==> src/rtl/a0_trace_fifo.sv <==
// Captures every change of the core's a0 register into a small FIFO drained over valid/ready.
// Optional per-entry cycle timestamp when A0_TRACE_TS_EN is defined; out_ts is 0 otherwise.
module a0_trace_fifo #(
  parameter int WIDTH    = 32,
  parameter int DEPTH    = 8,
  parameter int TS_WIDTH = 16
) (
  input  logic                       clk,
  input  logic                       rst,
  input  logic [WIDTH-1:0]           a0_in,
  input  logic                       sample_en,
  input  logic                       clear,
  output logic                       out_valid,
  input  logic                       out_ready,
  output logic [WIDTH-1:0]           out_data,
  output logic [TS_WIDTH-1:0]        out_ts,
  output logic [$clog2(DEPTH):0]     count,
  output logic                       overflow
);
  localparam int PW = $clog2(DEPTH);
  localparam int CW = PW + 1;

  logic [WIDTH-1:0] prev;
  logic [PW-1:0]    wr_ptr;
  logic [PW-1:0]    rd_ptr;
  logic [CW-1:0]    cnt;
  logic             ovf;
  logic [WIDTH-1:0] data_mem [DEPTH];

  logic change;
  logic pop;
  logic push;
  logic empty;

  // Handshake: out_valid is high exactly when the FIFO holds an entry; an entry
  // transfers on a rising edge where out_valid && out_ready, unless clear is high.
  assign empty  = (cnt == '0);
  assign change = sample_en && (a0_in != prev);
  assign pop    = !empty && out_ready;
  // A full FIFO still accepts a change when the head leaves in the same cycle.
  assign push   = change && ((cnt != CW'(DEPTH)) || pop);

  always_ff @(posedge clk or negedge rst) begin
    if (!rst) begin
      prev   <= '0;
      wr_ptr <= '0;
      rd_ptr <= '0;
      cnt    <= '0;
      ovf    <= 1'b0;
    end else if (clear) begin
      prev   <= '0;
      wr_ptr <= '0;
      rd_ptr <= '0;
      cnt    <= '0;
      ovf    <= 1'b0;
    end else begin
      if (change) prev <= a0_in;
      if (push) wr_ptr <= wr_ptr + PW'(1);
      if (pop) rd_ptr <= rd_ptr + PW'(1);
      if (push && !pop) cnt <= cnt + CW'(1);
      else if (pop && !push) cnt <= cnt - CW'(1);
      if (change && !push) ovf <= 1'b1;
    end
  end

  // Storage needs no reset: reads are gated by the occupancy count.
  always_ff @(posedge clk) begin
    if (push && !clear) data_mem[wr_ptr] <= a0_in;
  end

  assign out_valid = !empty;
  assign out_data  = empty ? '0 : data_mem[rd_ptr];
  assign count     = cnt;
  assign overflow  = ovf;

`ifdef A0_TRACE_TS_EN
  logic [TS_WIDTH-1:0] ts_cnt;
  logic [TS_WIDTH-1:0] ts_mem [DEPTH];

  always_ff @(posedge clk or negedge rst) begin
    if (!rst) begin
      ts_cnt <= '0;
    end else if (clear) begin
      ts_cnt <= '0;
    end else if (sample_en) begin
      ts_cnt <= ts_cnt + TS_WIDTH'(1);
    end
  end

  always_ff @(posedge clk) begin
    if (push && !clear) ts_mem[wr_ptr] <= ts_cnt;
  end

  assign out_ts = empty ? '0 : ts_mem[rd_ptr];
`else
  assign out_ts = '0;
`endif

endmodule

==> config.mk <==
export PLATFORM = sky130hd
export DESIGN_NAME = a0_trace_fifo
export DESIGN_NICKNAME = d
export VERILOG_FILES = /design/src/rtl/a0_trace_fifo.sv
export SDC_FILE = /design/constraint.sdc
export NUM_CORES = 1
export LEC_CHECK = 0
export ABC_CLOCK_PERIOD_IN_PS = 5900
export CAP_MARGIN = 30
export CORE_MARGIN = 2
export CORE_UTILIZATION = 45
export DETAILED_ROUTE_END_ITERATION = 7
export SETUP_SLACK_MARGIN = 0.05
export SYNTH_ARGS = -nofsm -noshare
export SYNTH_HDL_FRONTEND = slang
export SYNTH_SLANG_ARGS = --single-unit
export TNS_END_PERCENT = 30
==> constraint.sdc <==
create_clock -name clk -period 5.9 [get_ports clk]
set_input_delay 1.18 -clock clk [delete_from_list [all_inputs] [get_ports clk]]
set_output_delay 1.18 -clock clk [all_outputs]
set_load 0.005 [all_outputs]
### Yosys cells after proc, flatten, opt, wreduce, memory -nomap -nowiden

Memories as Yosys holds them, arrays and structs flattened.
Cells that the tools add are included.

| word-level totals | value |
|---|---|
| memories | 1 |
| register bits after elaboration | 43 |
| input bits | 37 |
| memory bits (writable) | 256 |

Memory list:

| name | depth | width | rd ports | clocked after memory_dff | wr ports | line | RTL |
|---|---|---|---|---|---|---|---|
| data_mem | 8 | 32 | 1 | 0 | 1 | 28 | `logic [WIDTH-1:0] data_mem [DEPTH];` |

| cells by class | value |
|---|---|
| add/subtract/negate cells | 4 |
| eq/ne operators | 2 |
| reductions and logical operators | 18 |
| muxes and demuxes | 14 |

Operators with widths:

| kind | count |
|---|---|
| 32-bit 2-to-1 mux | 3 |
| 32-bit inequality test | 1 |
| 3-bit 2-to-1 mux | 4 |
| 4-bit 2-to-1 mux | 3 |
| 2-bit nonzero test | 4 |
| 1-bit logical AND | 7 |
| 3-bit by 1-bit adder with 3-bit output (second input constant) | 2 |
| 4-bit by 1-bit adder with 4-bit output (second input constant) | 1 |
| 1-bit logical NOT | 4 |
| 4-bit logical NOT | 1 |
| 1-bit 2-to-1 mux | 4 |
| 4-bit inequality test (second input constant) | 1 |
| 4-bit by 1-bit subtractor with 4-bit output (second input constant) | 1 |
| 3-bit nonzero test | 1 |
| 1-bit logical OR | 1 |

### Depth between registers and ports, before layout

Gate-level depths: netlist of run 1.

| logic depth | value |
|---|---|
| word-level depth | 10 |
| depth in mapped cells | 12 |
| gate-level depth less buffers | 11 |

### Worst setup path after synthesis of run 1

No wires, ideal clock.

| timing | value |
|---|---|
| path type | input port to flip-flop |
| from | in a0_in[10] |
| to | mem data_mem[5][0] (enable) |
| library setup time | 513 ps |
| slack | 268 ps |
| data arrival time | 5,119 ps |
| required time | 5,387 ps |
| cell stages on the path | 5 |
| cells stage by stage | xor2_1 -> nor4_1 -> nand4_1 -> o2111ai_1 -> nor4b_1 |

| between the ends | value |
|---|---|
| word-level cells in the longest chain between the ends | 6 |

Ends and longest elaborated chain:

| item | line | RTL |
|---|---|---|
| start, declared | 10 | `input logic [WIDTH-1:0] a0_in,` |
| 32-bit inequality test | 38 | `assign change = sample_en && (a0_in != prev);` |
| 1-bit logical AND | 38 |  |
| 1-bit logical AND | 41 | `assign push = change && ((cnt != CW'(DEPTH)) \|\| pop);` |
| 1-bit logical AND | 68 | `if (push && !clear) data_mem[wr_ptr] <= a0_in;` |
| 1-bit 2-to-1 mux | 68 |  |
| 1-bit 2-to-1 mux (implied by the code) | 68 |  |
| end, declared | 28 |  |

No other way between the ends.

### Final worst setup path of run 1

| timing | value |
|---|---|
| from | reg rd_ptr[0] |
| to | out out_data[2] |

| between the ends | value |
|---|---|
| word-level cells in the longest chain between the ends | 2 |

Ends and longest elaborated chain:

| item | line | RTL |
|---|---|---|
| start, declared | 25 | `logic [PW-1:0] rd_ptr;` |
| start signal, assigned | 59 | `if (pop) rd_ptr <= rd_ptr + PW'(1);` |
| memory read 8 x 32 bit | - |  |
| 32-bit 2-to-1 mux | 72 | `assign out_data = empty ? '0 : data_mem[rd_ptr];` |
| end, declared | 15 | `output logic [WIDTH-1:0] out_data,` |

No other way between the ends.

==> impl_metrics.json, run 1 <==
{
  "slew_headroom_pct": 49.1,
  "period_share_pct": 72.7,
  "synth.distinct_cells": 37,
  "synthAdderAreaFrac_pct": 0.575,
  "yosys-top-cells-area": "edfxtp_1, mux4_2, dfrtp_1",
  "core_mm2": 0.0267,
  "p_leak_uw": 0.00499,
  "yosys.area.top_type_share_pct": 63.1,
  "clk_path_buf_depth": 3,
  "drtAntennaViolNets": 0,
  "synth_area_mm2": 0.0122,
  "initial_core_util_pct": 45.6,
  "grt_max_degree": 53,
  "synth_top_family_by_area": "multiplexers",
  "yosys.area.top_type": "edfxtp_1",
  "comb_power_share_pct": 23.9,
  "synth-seq-cells": 299,
  "rr_worst_depth": 11,
  "synth.area.mux_share_pct": 17.6,
  "cts_setup_buffers": 0,
  "critPathMaxStageDelay_ns": 0.92,
  "antennaDiodeCount": 0,
  "design.die.area_mm2": 0.0284,
  "cp.arrival_ns": 3.11,
  "totalWireLength_um": 24900,
  "row_count": 60,
  "areaGrowthSynthToFinish_pct": 19.2,
  "routed.top_layer": "met4",
  "die_h_um": 168,
  "drt_iter0_drc": 441,
  "hp-class": "in -> async",
  "ctsResizeCount": 0,
  "place_congestion": 0.733,
  "yosysSeqAreaShare_pct": 72.0,
  "hold_ws_ns": 0.437,
  "p_int_uw": 4280,
  "max_cap_violations": 0,
  "drt-pass1-iter-count": 4,
  "cts_root_buf": "clkbuf_16",
  "switching_power_uw": 1470,
  "drive_gt1_share_pct": 20.7,
  "tns_ns": 0,
  "crit_fanout": 34,
  "clkTransAtPathRegs_ns": 0.06,
  "met2WireLength_um": 12400,
  "crit_chain": "buf_12 -> mux4_2 -> mux2i_1 -> nor2_1 -> clkdlybuf4s50_1",
  "grt_usage_pct": 17.8,
  "dp.final_hpwl_um": 15300,
  "antenna_found_initial": 0,
  "avgViaCountPerCell": 5.44,
  "critical_path_class": "reg -> out",
  "cp-end-kind": "primary output",
  "htreeDepth": 1,
  "grt_first_pass_wirelength_um": 38200,
  "grt-ovfl-total": 0,
  "cts_tree": "yes",
  "numCtsBuffers": 30,
  "fin_crit_ns": 4.29,
  "final_core_util_pct": 54.3,
  "worst_pin_slew_ns": 0.762,
  "synthCells": 650,
  "synth-xor-area-share_pct": 2.52,
  "cp_top_family": "flip-flops",
  "final_hold_viol_count": 0,
  "n_fill_cell": 2126,
  "path_buf_inv": 2,
  "clkSinkCount": 299,
  "multiInputGateArea_mm2": 0.00326,
  "insertion_delay_ns": 0.56,
  "cts_hold_buf": 0,
  "ios": 91,
  "fin_skew_ns": 0.0127,
  "yosysWarningCount": 0,
  "wl_per_cell_um": 22.2,
  "powerDensity_mw_per_mm2": 396,
  "synth-compound-area-share_pct": 0.771,
  "fp.dieW_um": 168,
  "worst_path_max_delay_cell": "dfrtp_4",
  "share_clk_of_total_power_pct": 33.0,
  "drc": 0,
  "first_global_vias": 6607,
  "wl_met1_um": 10700,
  "cp.depth": 5,
  "critPathLaunchType": "flop",
  "regArea_mm2": 0.00877,
  "grt_setup_unrepaired": "no",
  "portBuffers": 74,
  "run_status": "finished, final reports clean",
  "required_ns": 4.72,
  "max_clock_freq_mhz": 233,
  "vias": 6107,
  "finalSetupViolCount": 0,
  "layout.nets": 800,
  "avgSynthCellArea_um2": 18.7,
  "power_frac_seq_pct": 43.2,
  "synth-simple-area-share_pct": 4.25,
  "route.met3.wl_um": 1300,
  "switching_share_pct": 25.5,
  "vdd_drop_max_v": 0.000285,
  "finalPower_uw": 5750,
  "drv_slew": 0
}
flip-flops by register name (all words and copies together), names as in the netlist:
| name | flops |
|---|---|
| rd_ptr | 3 |
| count | 4 |
| prev | 32 |
| overflow | 1 |
| data_mem | 256 |
| wr_ptr | 3 |
worst paths after layout:
| kind | from | endpoint | slack [ns] |
|---|---|---|---|
| worst max-delay path | rd_ptr[0]$_DFFE_PN0P_ | out_data[2] | 1.61 |
| worst min-delay path | rst | count[2]$_DFFE_PN0P_ | 0.44 |
| worst max register to register | count[2]$_DFFE_PN0P_ | count[3]$_DFFE_PN0P_ | 2.65 |
| worst min register to register | prev[10]$_DFFE_PN0P_ | prev[10]$_DFFE_PN0P_ | 0.54 |
| max in group asynchronous | rst | rd_ptr[1]$_DFFE_PN0P_ | 4.99 |
| min in group clk | prev[10]$_DFFE_PN0P_ | prev[10]$_DFFE_PN0P_ | 0.54 |
logic make-up after synthesis:
family / after synthesis
flip-flops: 299
multiplexers: 134
AND/OR/NAND/NOR: 112
buffers and inverters: 51
XOR/XNOR: 35
AO/OA/AOI/OAI: 13
adder cells (fa/ha/maj): 5
other: 1
final cells by class:
type / count / share of cell area [%]
repair buffers: 108 / 7.16
flip-flops and latches: 299 / 60.4
clock buffers: 44 / 5.88
well taps: 341 / 2.94
multi-input cells: 315 / 22.5
clock inverters: 12 / 1.00
inverters: 4 / 0.103
worst reg2reg max path, delay by kind of cell, from the launching register on:
kind	cells	cell delay (ns)
AOI/OAI and AO/OA	2	0.37
adders and majority gates	1	0.29
buffers and inverters	1	0.17
DFF	1	0.46
muxes	2	0.47
and+or+nand+nor	5	1.37
cell usage in the layout (no fill, tap or decap), types with 3 or more instances in the layout:
cell type / Yosys / final
edfxtp_1: 256 / 256
xor2_1: 35 / 35
nor2_1: 77 / 75
clkbuf_16: 0 / 30
mux2_1: 4 / 4
nor4_2: 0 / 3
mux2i_1: 65 / 65
mux4_2: 64 / 64
conb_1: 1 / 16
nor3_1: 3 / 3
clkdlybuf4s50_1: 0 / 72
nand2_1: 5 / 5
buf_12: 0 / 3
bufinv_16: 0 / 3
ha_1: 4 / 4
dfrtp_1: 43 / 40
nor4_1: 11 / 8
clkinv_2: 0 / 7
a21oi_1: 3 / 3
clkbuf_8: 0 / 5
buf_4: 19 / 28
clkbuf_1: 16 / 9
inv_1: 4 / 4
power groups by stage:
stage	Combinational, uW	Clock (uW)	Sequential (uW)
floorplan	845	0	2450
global placement	1380	0	2530
detailed placement	1400	0	2530
CTS	1410	1940	2490
global route	1490	2010	2500
finish	1370	1900	2480
synth_stat cells, drive strengths merged:
library cell / n
edfxtp: 256
mux4: 64
nor4bb: 1
nor4: 12
o2111ai: 2
nand4: 2
and3: 1
nand3b: 2
conb: 1
nand2: 5
mux2: 5
nor3: 3
nor4b: 1
inv: 4
dfrtp: 43
o21a: 1
or2: 1
clkbuf: 16
nand3: 2
fa: 1
xor2: 35
o21ai: 3
buf: 31
nor2b: 2
or3: 1
mux2i: 65
nor2: 77
and3b: 2
a21o: 2
a21oi: 3
ha: 4
o21ba: 2
metal layers:
metal / track usage [%] / vias to the layer above
met2: 29.6 / 147
met4: 5.66 / 0
met1: 24.8 / 3197
met5: 0 / -
met3: 2.45 / 38
li1: - / 2725
through the flow:
stage / cell area, um2 / std cells / setup WS (ns)
global placement: 13500 / 1063 / 1.17
floorplan: 12200 / 665 / 0.268
global route: 14500 / 1123 / 1.37
detailed placement: 13500 / 1066 / 1.19
CTS: 14500 / 1122 / 1.50
finish: 14500 / 1123 / 1.61
No activity file was read; power rests on OpenSTA's default activity.
==> run 2: changes to the inputs <==
- ABC_CLOCK_PERIOD_IN_PS: 5900 -> 4400
- clock period: 5.9 -> 4.4 ns (I/O delays scaled with it)
==> run 2 against run 1 <==
  * Largest power group unchanged
  * Total power rose by 32%
  * Clock skew fell by 0.0028 ns
  * Design area rose by 0.43%
  * Flip-flop and latch count did not move
==> impl_metrics.json, run 2 (synthesis gave the netlist of run 1 again) <==
{
  "core_mm2": 0.0267,
  "tns_ns": 0,
  "period_share_pct": 87.2,
  "clkSinkCount": 299,
  "cts_tree": "yes",
  "worst_path_max_delay_cell": "clkdlybuf4s50_1",
  "fin_skew_ns": 0.00990,
  "top_register": "data_mem",
  "slew_headroom_pct": 44.9,
  "largest_reg_flops": 256,
  "critPathLaunchType": "input pin",
  "grt_usage_pct": 18.3,
  "drc": 0,
  "cts_hold_buf": 0,
  "dp.final_hpwl_um": 15400,
  "layout.cells.non_filler": 1134,
  "die_h_um": 168,
  "insertion_delay_ns": 0.54,
  "cp.arrival_ns": 4.10,
  "dp_slack_ns": 0.0564,
  "critical_path_class": "in -> reg",
  "grt_max_degree": 67,
  "ios": 91,
  "fin_crit_ns": 3.84,
  "wl_per_cell_um": 22.6,
  "vdd_drop_max_v": 0.000506,
  "design.die.area_mm2": 0.0284,
  "crit_fanout": 43,
  "cp-end-kind": "flop",
  "r2r_start": "prev[3]$_DFFE_PN0P_",
  "drive_gt1_share_pct": 20.9,
  "vias": 6165,
  "max_cap_violations": 0,
  "hp-class": "in -> async",
  "final_common_cell": "edfxtp_1",
  "drt-pass1-iter-count": 5,
  "clkTransAtPathRegs_ns": 0.06,
  "layout_common_cells": "edfxtp_1, nor2_1, clkdlybuf4s50_1",
  "finalInstanceArea_mm2": 0.0146,
  "worst_pin_slew_ns": 0.824,
  "htreeDepth": 1,
  "antennaDiodeCount": 0,
  "avgViaCountPerCell": 5.44,
  "initial_core_util_pct": 45.6,
  "antenna_found_initial": 0,
  "first_global_vias": 6653,
  "place_congestion": 0.785,
  "required_ns": 4.66,
  "run_status": "finished, final reports clean",
  "max_clock_freq_mhz": 261,
  "grt-ovfl-total": 0,
  "clk_path_buf_depth": 3,
  "drtAntennaViolNets": 0,
  "drt_iter0_drc": 491,
  "dp_cells": 1079,
  "drv_slew": 0,
  "grt_first_pass_wirelength_um": 39000,
  "areaGrowthSynthToFinish_pct": 19.7,
  "cp_common_cell": "buf_4",
  "n_fill_cell": 2065,
  "worstSetupStartpoint": "a0_in[18]",
  "portBuffers": 74,
  "ctsResizeCount": 0,
  "finalSetupViolCount": 0,
  "final_hold_viol_count": 0,
  "fin_ws_ns": 0.563,
  "critPathMaxStageDelay_ns": 0.62,
  "fp.dieW_um": 168,
  "row_count": 60,
  "cts_root_buf": "clkbuf_16",
  "grt_setup_unrepaired": "no",
  "cts_setup_buffers": 0,
  "layout.nets": 812,
  "place_area_mm2": 0.0136,
  "powerDensity_mw_per_mm2": 522,
  "totalWireLength_um": 25600,
  "numCtsBuffers": 30,
  "crit_chain": "clkdlybuf4s50_1 -> xor2_1 -> nor4_1 -> nand4_1 -> o21ai_4 -> buf_4 -> nor3_1 -> nor4bb_4 -> buf_4",
  "p_leak_uw": 0.00501
}
==> run 2: worst paths after layout <==
kind / to / depth (start not counted) / slack [ns]
max: data_mem[1][27]$_DFFE_PP_ / 9 / 0.56
min: prev[30]$_DFFE_PN0P_ / 1 / 0.19
min reg2reg: prev[0]$_DFFE_PN0P_ / 2 / 0.55
max in group asynchronous: rd_ptr[0]$_DFFE_PN0P_ / 2 / 3.72
min in group clk: prev[0]$_DFFE_PN0P_ / 2 / 0.55
max reg2reg: data_mem[1][27]$_DFFE_PP_ / 8 / 1.23
==> run 2: metal layers <==
metal | GRT usage (%) | vias to the layer above | wire (um)
li1 | - | 2751 | -
met1 | 24.5 | 3216 | 11000
met2 | 31.3 | 158 | 12900
met3 | 3.44 | 40 | 1280
met4 | 4.65 | 0 | 473
met5 | 0 | - | 0
==> run 2: cell type report <==
| cell class | instances | area (um2) | area share [%] |
|---|---|---|---|
| Multi-Input combinational cell | 315 | 3270 | 22.4 |
| Sequential cell | 299 | 8770 | 60.2 |
| Clock inverter | 9 | 95.1 | 0.653 |
| Clock buffer | 46 | 832 | 5.71 |
| Tap cell | 341 | 427 | 2.93 |
| Inverter | 4 | 15.0 | 0.103 |
| Timing Repair Buffer | 120 | 1160 | 7.99 |
==> run 2: worst max-delay path: cells and delay by family <==
kind                   cells  cell delay, ns
AO/OA/AOI/OAI              1            0.24
XOR/XNOR                   1            0.26
buffers and inverters      3            1.53
AND/OR/NAND/NOR            4            1.16
==> run 2: metrics by stage <==
stage | hold slack, ns | total power, uW | util, %
6_report | 0.192 | 7610 | 54.5
4_1_cts | 0.177 | 7700 | 54.5
3_5_place_dp | 0.533 | 5290 | 51.0
2_1_floorplan | 0.509 | 4410 | -
5_1_grt | 0.185 | 7940 | 54.5
3_3_place_gp | 0.526 | 5260 | 51.0
==> run 2: report_power, final <==
group | internal (uW) | total [uW] | leakage [uW] | switching [uW]
combinational | 1070 | 1890 | 0.00168 | 823
sequential | 3170 | 3300 | 0.00288 | 131
clock | 1410 | 2420 | 0.000447 | 1010
total | 5650 | 7610 | 0.00501 | 1960
==> run 3: changes to the inputs <==
- CTS_CLUSTER_DIAMETER: not set -> 150
==> results of run 3 <==
Final layout, timing and power as in run 2 (identical DEF).
